<file path="src/rtl/keccak_pkg.sv">
`default_nettype none
// ============================================================================
// keccak_pkg : shared constants and absorb-FSM state type for the sponge
// Revision   : 1.0
// ============================================================================
package keccak_pkg;

  localparam int         LANE_W       = 64;
  localparam int         NUM_LANES    = 25;
  localparam logic [7:0] PAD_END_BYTE = 8'h80;

  // Rates in 64-bit lanes.
  localparam int RATE_SHA3_224 = 18;
  localparam int RATE_SHA3_256 = 17;
  localparam int RATE_SHA3_384 = 13;
  localparam int RATE_SHA3_512 = 9;
  localparam int RATE_SHAKE128 = 21;
  localparam int RATE_SHAKE256 = 17;

  typedef enum logic [2:0] {
    ABSORB = 3'd0,
    PDOM   = 3'd1,
    PEND   = 3'd2,
    PSTART = 3'd3,
    PWAIT  = 3'd4,
    DONE   = 3'd5
  } absorb_state_e;

  function automatic logic [3:0] sat_keep(input logic [3:0] keep);
    return (keep > 4'd8) ? 4'd8 : keep;
  endfunction

endpackage
`default_nettype wire

</file>
<file path="src/rtl/keccak_pad_mask.sv">
`default_nettype none
// ============================================================================
// keccak_pad_mask : byte keep-mask plus domain / 0x80 pad insertion
// Revision        : 1.0
// ============================================================================
module keccak_pad_mask
  import keccak_pkg::*;
#(
  parameter logic [7:0] DOMAIN = 8'h06
) (
  input  logic [LANE_W-1:0] data,
  input  logic [3:0]        keep,
  input  logic              is_last,
  input  logic              is_final_lane,
  output logic [LANE_W-1:0] xor_word
);

  logic [3:0] keep_s;
  logic       add_pad;

  assign keep_s  = sat_keep(keep);
  assign add_pad = is_last && (keep_s < 4'd8);

  genvar b;
  generate
    for (b = 0; b < 8; b++) begin : g_byte
      logic [7:0] pad_byte;
      logic [7:0] data_byte;
      // Domain byte lands right after the last kept byte; 0x80 only in byte 7.
      assign pad_byte  = ((add_pad && (keep_s == 4'(b))) ? DOMAIN : 8'h00) |
                         ((add_pad && is_final_lane && (b == 7)) ? PAD_END_BYTE : 8'h00);
      assign data_byte = (keep_s > 4'(b)) ? data[8*b +: 8] : 8'h00;
      assign xor_word[8*b +: 8] = data_byte | pad_byte;
    end
  endgenerate

endmodule
`default_nettype wire

</file>
<file path="src/rtl/keccak_absorb_ctrl.sv">
`default_nettype none
// ============================================================================
// keccak_absorb_ctrl : absorb-phase sequencer with SHA-3 padding for Keccak-f
// Revision           : 1.0
// ============================================================================
module keccak_absorb_ctrl
  import keccak_pkg::*;
#(
  parameter int         RATE_LANES = 17,
  parameter logic [7:0] DOMAIN     = 8'h06
) (
  input  logic        clk,
  input  logic        rst_n,
  input  logic        in_valid,
  output logic        in_ready,
  input  logic [63:0] in_data,
  input  logic        in_last,
  input  logic [3:0]  in_keep,
  output logic        st_we,
  output logic [4:0]  st_lane,
  output logic [63:0] st_xor,
  output logic        perm_start,
  input  logic        perm_done,
  output logic        busy,
  output logic        absorb_done,
  output logic [15:0] blk_cnt
);

  localparam logic [4:0] LAST_IDX = 5'(RATE_LANES - 1);

  absorb_state_e state, state_n;
  logic [4:0]    idx, idx_n;
  logic          pad_pend, pad_pend_n;
  logic          fin, fin_n;
  logic [15:0]   blk_cnt_n;
  logic          we_n;
  logic [4:0]    lane_n;
  logic [63:0]   xor_n;

  logic          at_last_lane;
  logic          hs;
  logic          short_last;
  logic [63:0]   pm_data;
  logic [3:0]    pm_keep;
  logic          pm_last;
  logic [63:0]   pm_xor;

  assign at_last_lane = (idx == LAST_IDX);
  assign hs           = in_valid && in_ready && (state == ABSORB);
  assign short_last   = in_last && (sat_keep(in_keep) < 4'd8);

  // PDOM reuses the pad inserter as an empty last word.
  assign pm_data = (state == PDOM) ? 64'h0 : in_data;
  assign pm_keep = (state == PDOM) ? 4'd0  : in_keep;
  assign pm_last = (state == PDOM) ? 1'b1  : in_last;

  keccak_pad_mask #(
    .DOMAIN (DOMAIN)
  ) u_pad_mask (
    .data          (pm_data),
    .keep          (pm_keep),
    .is_last       (pm_last),
    .is_final_lane (at_last_lane),
    .xor_word      (pm_xor)
  );

  always_comb begin
    state_n    = state;
    idx_n      = idx;
    pad_pend_n = pad_pend;
    fin_n      = fin;
    blk_cnt_n  = blk_cnt;
    we_n       = 1'b0;
    lane_n     = 5'd0;
    xor_n      = 64'h0;
    case (state)
      ABSORB: begin
        if (hs) begin
          we_n   = 1'b1;
          lane_n = idx;
          xor_n  = pm_xor;
          if (at_last_lane) begin
            state_n = PSTART;
            idx_n   = 5'd0;
            if (in_last) begin
              if (short_last) fin_n = 1'b1;
              else            pad_pend_n = 1'b1;
            end
          end else begin
            idx_n = idx + 5'd1;
            if (in_last) state_n = short_last ? PEND : PDOM;
          end
        end
      end
      PDOM: begin
        we_n   = 1'b1;
        lane_n = idx;
        xor_n  = pm_xor;
        if (at_last_lane) begin
          state_n = PSTART;
          idx_n   = 5'd0;
          fin_n   = 1'b1;
        end else begin
          state_n = PEND;
        end
      end
      PEND: begin
        we_n    = 1'b1;
        lane_n  = LAST_IDX;
        xor_n   = {PAD_END_BYTE, 56'h0};
        fin_n   = 1'b1;
        idx_n   = 5'd0;
        state_n = PSTART;
      end
      PSTART: begin
        blk_cnt_n = blk_cnt + 16'd1;
        state_n   = PWAIT;
      end
      PWAIT: begin
        if (perm_done) begin
          idx_n = 5'd0;
          if (pad_pend) begin
            pad_pend_n = 1'b0;
            state_n    = PDOM;
          end else if (fin) begin
            state_n = DONE;
          end else begin
            state_n = ABSORB;
          end
        end
      end
      DONE: begin
        blk_cnt_n = 16'd0;
        fin_n     = 1'b0;
        idx_n     = 5'd0;
        state_n   = ABSORB;
      end
      default: state_n = ABSORB;
    endcase
  end

  always_ff @(posedge clk or negedge rst_n) begin
    if (!rst_n) begin
      state       <= ABSORB;
      idx         <= 5'd0;
      pad_pend    <= 1'b0;
      fin         <= 1'b0;
      blk_cnt     <= 16'd0;
      in_ready    <= 1'b0;
      st_we       <= 1'b0;
      st_lane     <= 5'd0;
      st_xor      <= 64'h0;
      perm_start  <= 1'b0;
      absorb_done <= 1'b0;
      busy        <= 1'b0;
    end else begin
      state       <= state_n;
      idx         <= idx_n;
      pad_pend    <= pad_pend_n;
      fin         <= fin_n;
      blk_cnt     <= blk_cnt_n;
      st_we       <= we_n;
      st_lane     <= lane_n;
      st_xor      <= xor_n;
      perm_start  <= (state == PSTART);
      absorb_done <= (state == DONE);
      // Ready/busy follow the state being entered so the handshake lines up.
      in_ready    <= (state_n == ABSORB);
      busy        <= !((state_n == ABSORB) && (idx_n == 5'd0) && !pad_pend_n);
    end
  end

endmodule
`default_nettype wire

</file>
<file path="config.mk">
export PLATFORM = sky130hd
export DESIGN_NAME = keccak_absorb_ctrl
export DESIGN_NICKNAME = d
export VERILOG_FILES = /design/src/rtl/keccak_pkg.sv /design/src/rtl/keccak_pad_mask.sv /design/src/rtl/keccak_absorb_ctrl.sv
export SDC_FILE = /design/constraint.sdc
export NUM_CORES = 1
export LEC_CHECK = 0
export CORE_MARGIN = 4
export CORE_UTILIZATION = 47
export CTS_BUF_LIST = sky130_fd_sc_hd__clkbuf_16
export CTS_CLUSTER_DIAMETER = 150
export DETAILED_ROUTE_END_ITERATION = 10
export GPL_TIMING_DRIVEN = 0
export PLACE_DENSITY = 0.94
export SLEW_MARGIN = 25
export SYNTH_ARGS = -nofsm -noshare
export SYNTH_HDL_FRONTEND = slang
export SYNTH_SLANG_ARGS = --single-unit
</file>
<file path="constraint.sdc">
create_clock -name clk -period 4.04 [get_ports clk]
set_input_delay 0.404 -clock clk [delete_from_list [all_inputs] [get_ports clk]]
set_output_delay 0.404 -clock clk [all_outputs]
set_load 0.05 [all_outputs]
</file>
Word-level counts from Yosys, hierarchy flattened
Index checks and enable logic that the tools add are counted.
Widths: inputs -> output; s select.
{ "word_totals": {"rom_bits": 0, "ramBits": 0, "latch_bits": 0, "elab_cells": 134, "inputBits": 73, "out_inout_bits": 90, "ff_bits": 100, "mem_count": 0} }
{ "op_classes": {"shifts": 0, "mul": 0, "mux": 55, "n_addsub": 2, "eq_ne": 18, "n_reduce_logical": 26, "n_bitwise": 9, "order_cmp": 12, "div_mod_pow": 0} }
{ "ops": {"columns": ["operator", "n"], "rows": [
  ["$pmux 64 s3", 1],
  ["$mux 64", 2],
  ["$mux 8", 9],
  ["$or 8x8->8", 9],
  ["$mux 3", 14],
  ["$pmux 16 s2", 1],
  ["$mux 5", 5],
  ["$pmux 5 s4", 1],
  ["$add 16x1->16 const B", 1],
  ["$eq 4x3->1 const B", 4],
  ["$gt 4x3->1 const B", 4],
  ["$logic_and 1x1->1", 15],
  ["$pmux 3 s5", 1],
  ["$pmux 5 s3", 1],
  ["$mux 1", 13],
  ["$mux 4", 3],
  ["$eq 4x2->1 const B", 2],
  ["$gt 4x1->1 const B", 2],
  ["$gt 4x2->1 const B", 2],
  ["$gt 4x4->1 const B", 2],
  ["$lt 4x4->1 const B", 2],
  ["$eq 3x2->1 const B", 2],
  ["$eq 3x3->1 const B", 2],
  ["$logic_not 3->1", 2],
  ["other kinds (16)", 22]
]} }

Logic depth before layout (Yosys ltp)
Gate-level depths: netlist of run 1.
{ "depth": {"ltp_word": 13, "ltp_mapped": 8, "ltp_nobuf": 7} }

Cells and area by module
Synthesis of run 1 repeated with hierarchy kept, for this count alone.
{ "hier_totals": {"hier_cells": 506, "area_unflattened_um2": 5008.6} }
{ "by_module_without_submodules": {"columns": ["module", "cells_per_inst", "seq_area_each_um2", "instances", "area_each_um2"], "rows": [
  ["keccak_absorb_ctrl", 398, 2502.4, 1, 4349.2],
  ["keccak_pad_mask", 108, 0.0, 1, 659.4]
]} }

Worst setup path before layout of run 1
Ideal clock, no wire load.
{ "synth_timing": {"path_type": "flip-flop to flip-flop", "from": "register blk_cnt[3]", "to": "register blk_cnt[14]", "required_time_ns": 3.963, "setup_time_ns": 0.077, "synth_period_minus_slack_ns": 1.795, "stages_incl_launch_ff": 6, "arrival_time_ns": 1.718, "path_buffers": 0, "slack_ns": 2.245, "path_cell_list": "dfrtp_1 -> nand4_1 -> nor2_1 -> nand3_1 -> or3_1 -> a21oi_1"} }
{ "synth_between": {"elab_chain_len": 2} }
{ "synth_lines": {"columns": ["element", "line", "rtl"], "rows": [
  ["start, declared", "keccak_absorb_ctrl.sv:26", "output logic [15:0] blk_cnt"],
  ["start signal, assigned", "keccak_absorb_ctrl.sv:161", "blk_cnt <= blk_cnt_n;"],
  ["$add 16x1->16", "keccak_absorb_ctrl.sv:116", "blk_cnt_n = blk_cnt + 16'd1;"],
  ["$pmux 16 s2", "keccak_absorb_ctrl.sv:76", "case (state)"]
]} }
Every way passes these cells.
A chain may end at the register's enable or synchronous reset.

Final worst setup path of run 1
{ "layout_timing": {"from": "register idx[0]", "to": "register busy"} }
{ "layout_between": {"elab_chain_len": 8, "elab_cells_between_ends": 20, "classes_between": "1 x add/sub; 1 x eq/ne; 12 x mux; 6 x reduce/logical"} }
{ "layout_lines": {"columns": ["element", "line", "rtl"], "rows": [
  ["start, declared", "keccak_absorb_ctrl.sv:32", "logic [4:0] idx, idx_n;"],
  ["start signal, assigned", "keccak_absorb_ctrl.sv:158", "idx <= idx_n;"],
  ["$add 5x1->5 / $eq 5x5->1 (equally long branches)", "keccak_absorb_ctrl.sv:90, keccak_absorb_ctrl.sv:48", null],
  ["$mux 5 / $mux 3 (equally long branches)", "keccak_absorb_ctrl.sv:82", "if (at_last_lane) begin"],
  ["$mux 5 / $mux 3 (equally long branches)", "keccak_absorb_ctrl.sv:78", "if (hs) begin"],
  ["$pmux 5 s4 / $pmux 3 s5 (equally long branches)", "keccak_absorb_ctrl.sv:76", null],
  ["$logic_not 5->1 / $logic_not 3->1 (equally long branches)", "keccak_absorb_ctrl.sv:169", "busy <= !((state_n == ABSORB) && (idx_n == 5'd0) && !pad_pend_n);"],
  ["$logic_and 1x1->1", "keccak_absorb_ctrl.sv:169", null],
  ["$logic_and 1x1->1 *", "keccak_absorb_ctrl.sv:169", null],
  ["$logic_not 1->1 *", "keccak_absorb_ctrl.sv:169", null],
  ["end signal, assigned", "keccak_absorb_ctrl.sv:169", null],
  ["end, declared", "keccak_absorb_ctrl.sv:24", "output logic busy,"]
]} }
Mark *: on every way between the ends. The rest lies on a longest branch, timed or not.

==> results of run 1 <==
## what timing repair did
item / 4_1_cts / 5_1_grt
hold buffers: 1 / 0
buffers inserted: 0 / 0
hold endpoints to repair: 33 / 0
## Yosys cell counts, types with 2 or more instances
library cell,instances
dfrtp_1,100
nor2_1,33
nand2_1,32
and3_1,27
a21oi_1,25
and2_1,24
nand3_1,18
inv_1,11
o21ai_0,9
clkbuf_1,8
xor2_1,8
nor3_1,6
nor4_1,6
xnor2_1,6
nand2b_1,5
buf_2,4
nand4_1,4
nor2b_1,4
o21a_1,4
a21o_1,3
ha_1,3
o22ai_1,3
a21boi_0,2
and4_1,2
buf_4,2
nor3_4,2
o211ai_1,2
o21bai_1,2
o221ai_1,2
o31ai_1,2
or3_1,2
## state kept, by name (all words and copies together) (netlist names), 3 cells and up
signal   flops
state        3
blk_cnt     16
idx          5
st_lane      5
st_xor      64
## worst max-delay path, cell delays in order (launching register included)
cell       delay [ns]
dfrtp_1          0.46
inv_1            0.13
ha_1             0.28
nand4bb_1        0.14
clkbuf_1         0.34
o211ai_1         0.15
o2bb2a_1         0.28
o2111a_1         0.23
nand4b_1         0.12
## power breakdown
| part | switching (mW) | internal, mW |
|---|---|---|
| Combinational | 0.981 | 0.496 |
| Sequential | 0.104 | 1.14 |
| Clock | 0.394 | 0.730 |
## logic make-up after synthesis
group                      count (synthesis)  share of synthesized area (%)
AOI/OAI and AO/OA                         68                          10.62
xor gates and xnor gates                  14                          2.931
adders and majority gates                  3                         0.8972
buffers and inverters                     28                          2.841
DFF                                      100                          59.81
and+or+nand+nor                          175                          22.91
## worst max-delay path by stage
stage	endpoint	startpoint	cells after the start	slack (ns)
after floorplan	blk_cnt[14]$_DFFE_PN0P_	blk_cnt[3]$_DFFE_PN0P_	5	2.24
after global placement	st_xor[63]$_DFF_PN0_	rst_n	1	-0.88
after detailed placement	st_xor[7]$_DFF_PN0_	in_keep[3]	5	1.68
after CTS	busy$_DFF_PN0_	idx[0]$_DFF_PN0_	8	1.82
after global routing	st_xor[18]$_DFF_PN0_	in_keep[3]	6	1.64
final	busy$_DFF_PN0_	idx[0]$_DFF_PN0_	8	1.75
## layout make-up
class | instances | area share [%]
multi-input cells | 260 | 24.60
repair buffers | 163 | 25.97
well taps | 108 | 2.127
plain buffers | 16 | 1.162
inverters | 12 | 0.7089
flip-flops and latches | 100 | 39.39
clock buffers | 9 | 3.545
clock inverters | 6 | 2.501
## metrics by stage
stage	setup slack [ns]	util (%)	total power, mW	TNS (ns)	cell area [um2]
3_3_place_gp	-0.8794	68.34	2.608	-87.29	5931
2_1_floorplan	2.245	-	2.152	0	4184
3_5_place_dp	1.681	68.67	2.662	0	5959
6_report	1.748	73.21	3.841	0	6354
4_1_cts	1.824	73.21	3.822	0	6354
5_1_grt	1.637	73.21	3.974	0	6354
## per-layer routing
| metal | up-vias | GRT usage [%] |
|---|---|---|
| met4 | 0 | 14.53 |
| met5 | - | 0 |
| met3 | 87 | 9.352 |
| li1 | 1697 | - |
| met2 | 398 | 47.53 |
| met1 | 1923 | 34.42 |
==> flow_metrics.py, run 1 <==
metrics = {
    "status": {
        "outcome": "complete, no violations",
    },
    "layout": {
        "multi_input_area_um2": 1563,
        "area_delta_synth_final_pct": 51.85,
        "instances_no_fill": 674,
        "fin_nets": 638,
        "layout-drive-gt1-share_pct": 5.477,
        "final_common_cell": "clkdlybuf4s50_1",
        "seq_area_um2": 2502,
        "final_cell_mix": "clkdlybuf4s50_1, dfrtp_1, nor2_1",
        "diodes": 0,
        "fillers": 496,
    },
    "setup_path": {
        "arrival_ns": 2.50,
        "critical_path_class": "reg2reg",
        "r2r_start": "idx[0]$_DFF_PN0_",
        "worst_r2r_endpoint": "busy$_DFF_PN0_",
        "critPathCaptureType": "flip-flop",
        "cp-start-kind": "flip-flop",
        "worst-path-max-fanout": 8,
        "reg2reg_depth": 8,
        "cp.required_ns": 4.24,
        "rrSetupSlack_ns": 1.75,
    },
    "detailed_routing": {
        "drc_errors": 0,
        "wl_met2_mm": 7.334,
        "m1WireLength_mm": 5.228,
        "firstDrtPassIters": 8,
        "drt_first_iter_violations": 604,
        "routedWlPerCell_um": 22.42,
        "post_drt_via_cell_ratio": 6.091,
        "top_layer": "met4",
        "met3_length_mm": 1.821,
        "ant_nets": 0,
        "finalWirelength_mm": 15.11,
        "vias": 4105,
    },
    "floorplanning": {
        "start_util_pct": 48.21,
        "fp-row-count": 34,
        "core_area_um2": 8678,
        "die_x_um": 102.4,
        "die_h_um": 102.4,
        "die-area_um2": 10480,
        "io-pin-count": 163,
    },
    "synth": {
        "synth_edf_count": 0,
        "netlist_area_um2": 4184,
        "synth.largest_area_cell": "dfrtp_1",
        "synthArstFlopShare_pct": 100.0,
        "ys.flop_type": "dfrtp_1",
        "syn_nets": 464,
        "syn_area_per_cell_um2": 10.78,
        "synth_cell_types": 58,
        "synth_seq_area_share_pct": 59.81,
        "synthCells": 388,
        "yosysTopAreaCellShare_pct": 59.81,
        "synth-seq-cells": 100,
        "yosys_warnings": 0,
        "ys_top_cells_by_area": "dfrtp_1, and3_1, and2_1",
    },
    "sta": {
        "finalHoldViolCount": 0,
        "rsz0062_at_grt": "false",
        "fin_hold_ws_ns": 0.5092,
        "clock.fmax_mhz": 436.2,
        "worstMarginPinSlew_ns": 0.7437,
        "clock_skew_ns": 0.01360,
        "slew_headroom_pct": 49.77,
        "setup_viol": 0,
        "post-route-period-util_pct": 56.74,
        "maxSlewViolCount": 0,
        "post-route-min-period_ns": 2.292,
    },
    "run": {
        "cap_violations": 0,
    },
    "global_routing": {
        "grt_overflow": 0,
        "antenna_found_initial": 0,
        "grt_max_degree": 68,
        "grt_use_total_pct": 29.01,
        "grt_pass1_vias": 4112,
        "grt_pass1_wl_mm": 22.69,
    },
    "hold_path": {
        "min_path_type": "in2async",
    },
    "power_and_ir_drop": {
        "p_leak_nw": 2.907,
        "peakVddDrop_mv": 0.3092,
        "p_per_area_nw_per_um2": 604.6,
    },
    "cts": {
        "cts_tree": "done",
        "cts.path.max_buffers": 2,
        "postCtsResizedCells": 0,
        "clk_latency_ns": 0.35,
        "clk_pin_slew_ns": 0.07,
        "cts_buffers": 9,
        "ctsHtreeMaxLevel": 3,
        "cts_root_buf": "clkbuf_16",
        "cts_num_sinks": 100,
    },
    "place": {
        "place.gp.congestion": 0.9412,
        "placedCellCount": 658,
        "io_buffers": 161,
        "dpl.hpwl_mm": 9.729,
    },
}
Note: power is estimated with default switching activity, not from simulation.
==> run 2: changes to the inputs <==
- CORE_UTILIZATION: 47 -> 44
- PLACE_DENSITY: 0.94 -> 0.9
- clock period: 4.04 -> 2.2 ns (I/O delays scaled with it)
==> run 2 against run 1 <==
Against the previous run: die area is 6.3% higher; worst hold slack worse by 0.19 ns; critical path type unchanged; first-iteration DRC count is 57% lower; largest cell class unchanged; count of clock-buffer cells in the layout stayed put; final area is 0.89% lower; register-to-register slack worse by 1.6 ns.
==> flow_metrics.py, run 2 (synthesis results as in run 1) <==
metrics = {
    "sta": {
        "slew_headroom_pct": 46.93,
        "setup_viol": 0,
        "worstMarginPinSlew_ns": 0.7857,
        "tns_ns": 0,
        "finalHoldViolCount": 0,
        "rsz0062_at_grt": "false",
        "clock.fmax_mhz": 483.5,
        "worst_slack_ns": 0.1316,
        "clock_skew_ns": 0.009243,
        "maxSlewViolCount": 0,
        "post-route-period-util_pct": 94.02,
        "post-route-min-period_ns": 2.068,
    },
    "run": {
        "cap_violations": 0,
    },
    "power_and_ir_drop": {
        "p_total_mw": 6.370,
        "p_leak_nw": 2.855,
        "peakVddDrop_mv": 0.5634,
        "p_per_area_nw_per_um2": 1012,
    },
    "place": {
        "dp_slack_ns": -0.06962,
        "placed_cell_area_um2": 5986,
        "dpl.hpwl_mm": 9.300,
        "place.gp.congestion": 0.9357,
        "io_buffers": 161,
    },
    "setup_path": {
        "startpoint": "idx[0]$_DFF_PN0_",
        "critPathCaptureType": "flip-flop",
        "worst_r2r_endpoint": "busy$_DFF_PN0_",
        "critical_path_class": "reg2reg",
        "rrSetupSlack_ns": 0.13,
        "cp-start-kind": "flip-flop",
        "reg2reg_depth": 8,
        "cp.required_ns": 2.40,
        "worst-path-max-fanout": 8,
        "arrival_ns": 2.27,
        "r2r_start": "idx[0]$_DFF_PN0_",
    },
    "detailed_routing": {
        "vias": 3646,
        "routedWlPerCell_um": 17.55,
        "drt_first_iter_violations": 261,
        "finalWirelength_mm": 12.21,
        "ant_nets": 0,
        "drc_errors": 0,
        "post_drt_via_cell_ratio": 5.239,
        "firstDrtPassIters": 5,
    },
    "layout": {
        "largestRegisters": "st_xor: 64 flops, blk_cnt: 16 flops",
        "largest_register_ffs": 64,
        "largest-register": "st_xor",
        "finish.utilization_pct": 68.15,
        "final_area_um2": 6297,
        "seq_area_um2": 2502,
        "fin_nets": 638,
        "area_delta_synth_final_pct": 50.51,
        "final_common_cell": "clkdlybuf4s50_1",
        "diodes": 0,
        "multi_input_area_um2": 1587,
        "final_cell_mix": "clkdlybuf4s50_1, dfrtp_1, nor2_1",
        "layout-drive-gt1-share_pct": 6.173,
        "fillers": 653,
    },
    "status": {
        "outcome": "complete, no violations",
    },
    "cts": {
        "cts_buffers": 9,
        "cts.path.max_buffers": 2,
        "ctsHtreeMaxLevel": 3,
        "cts_num_sinks": 100,
        "clk_pin_slew_ns": 0.06,
        "cts_tree": "done",
        "cts_root_buf": "clkbuf_16",
        "cts_setup_buffers": 0,
        "clk_latency_ns": 0.34,
    },
    "floorplanning": {
        "die_h_um": 105.5,
        "fp-row-count": 35,
        "io-pin-count": 163,
        "core_area_um2": 9240,
        "die_x_um": 105.5,
        "start_util_pct": 45.28,
        "die-area_um2": 11130,
    },
    "hold_path": {
        "hold_path_startpoint": "in_keep[0]",
        "hold_depth": 3,
        "min_path_type": "in2reg",
        "holdPathEnd": "st_xor[57]$_DFF_PN0_",
    },
    "global_routing": {
        "antenna_found_initial": 0,
        "grt_overflow": 0,
        "grt_pass1_wl_mm": 19.70,
        "grt_max_degree": 54,
        "grt_use_total_pct": 22.23,
        "grt_pass1_vias": 3808,
    },
}
-- run 2: layout make-up --
class	count	area share, %
clock buffer	9	3.576
buffer	16	1.192
sequential	100	39.74
multi-input combinational	260	25.19
clock inverter	7	0.8146
tap	129	2.563
timing repair buffer	163	26.21
inverter	12	0.7153
-- run 2: where the power goes --
group	switching, mW	total [mW]	internal, mW	leakage (nW)
combinational	1.74	2.66	0.917	1.36
sequential	0.166	2.25	2.09	1.37
clock	0.681	1.45	0.773	0.129
-- run 2: routing by layer --
| layer | wire, um | vias up | share of wire [%] | GRT usage (%) |
|---|---|---|---|---|
| met3 | 692 | 23 | 5.7 | 4.776 |
| met2 | 6290 | 163 | 51 | 38.89 |
| met5 | 0 | - | 0 | 0 |
| li1 | - | 1701 | - | - |
| met4 | 301 | 0 | 2.5 | 7.308 |
| met1 | 4929 | 1759 | 40 | 27.35 |
-- run 2: worst max-delay path by stage --
stage	cells past startpoint	slack, ns	endpoint
after floorplan	5	0.40	blk_cnt[14]$_DFFE_PN0P_
after global placement	1	-2.54	st_xor[30]$_DFF_PN0_
after detailed placement	5	-0.07	st_xor[61]$_DFF_PN0_
after CTS	8	0.09	busy$_DFF_PN0_
after global routing	8	0.04	busy$_DFF_PN0_
final	8	0.13	busy$_DFF_PN0_
-- run 2: timing repair --
action,CTS,global route
resized for setup,1,5
hold buffers,1,0
hold endpoints to repair,47,0
endpoints found under the setup margin,2,13
-- run 2: critical path, cell delays in order (launching register included) --
cell       delay [ns]
dfrtp_1          0.44
inv_1            0.16
ha_1             0.22
nand4bb_1        0.11
clkbuf_2         0.19
a22oi_1          0.20
o211ai_1         0.17
o32ai_2          0.31
nand4b_1         0.14
-- run 2: stage by stage --
stage,hold slack (ns),instances
floorplan,-0.07559,388
global placement,0.5261,678
detailed placement,0.1842,679
CTS,0.3096,696
global route,0.3360,696
finish,0.3241,696
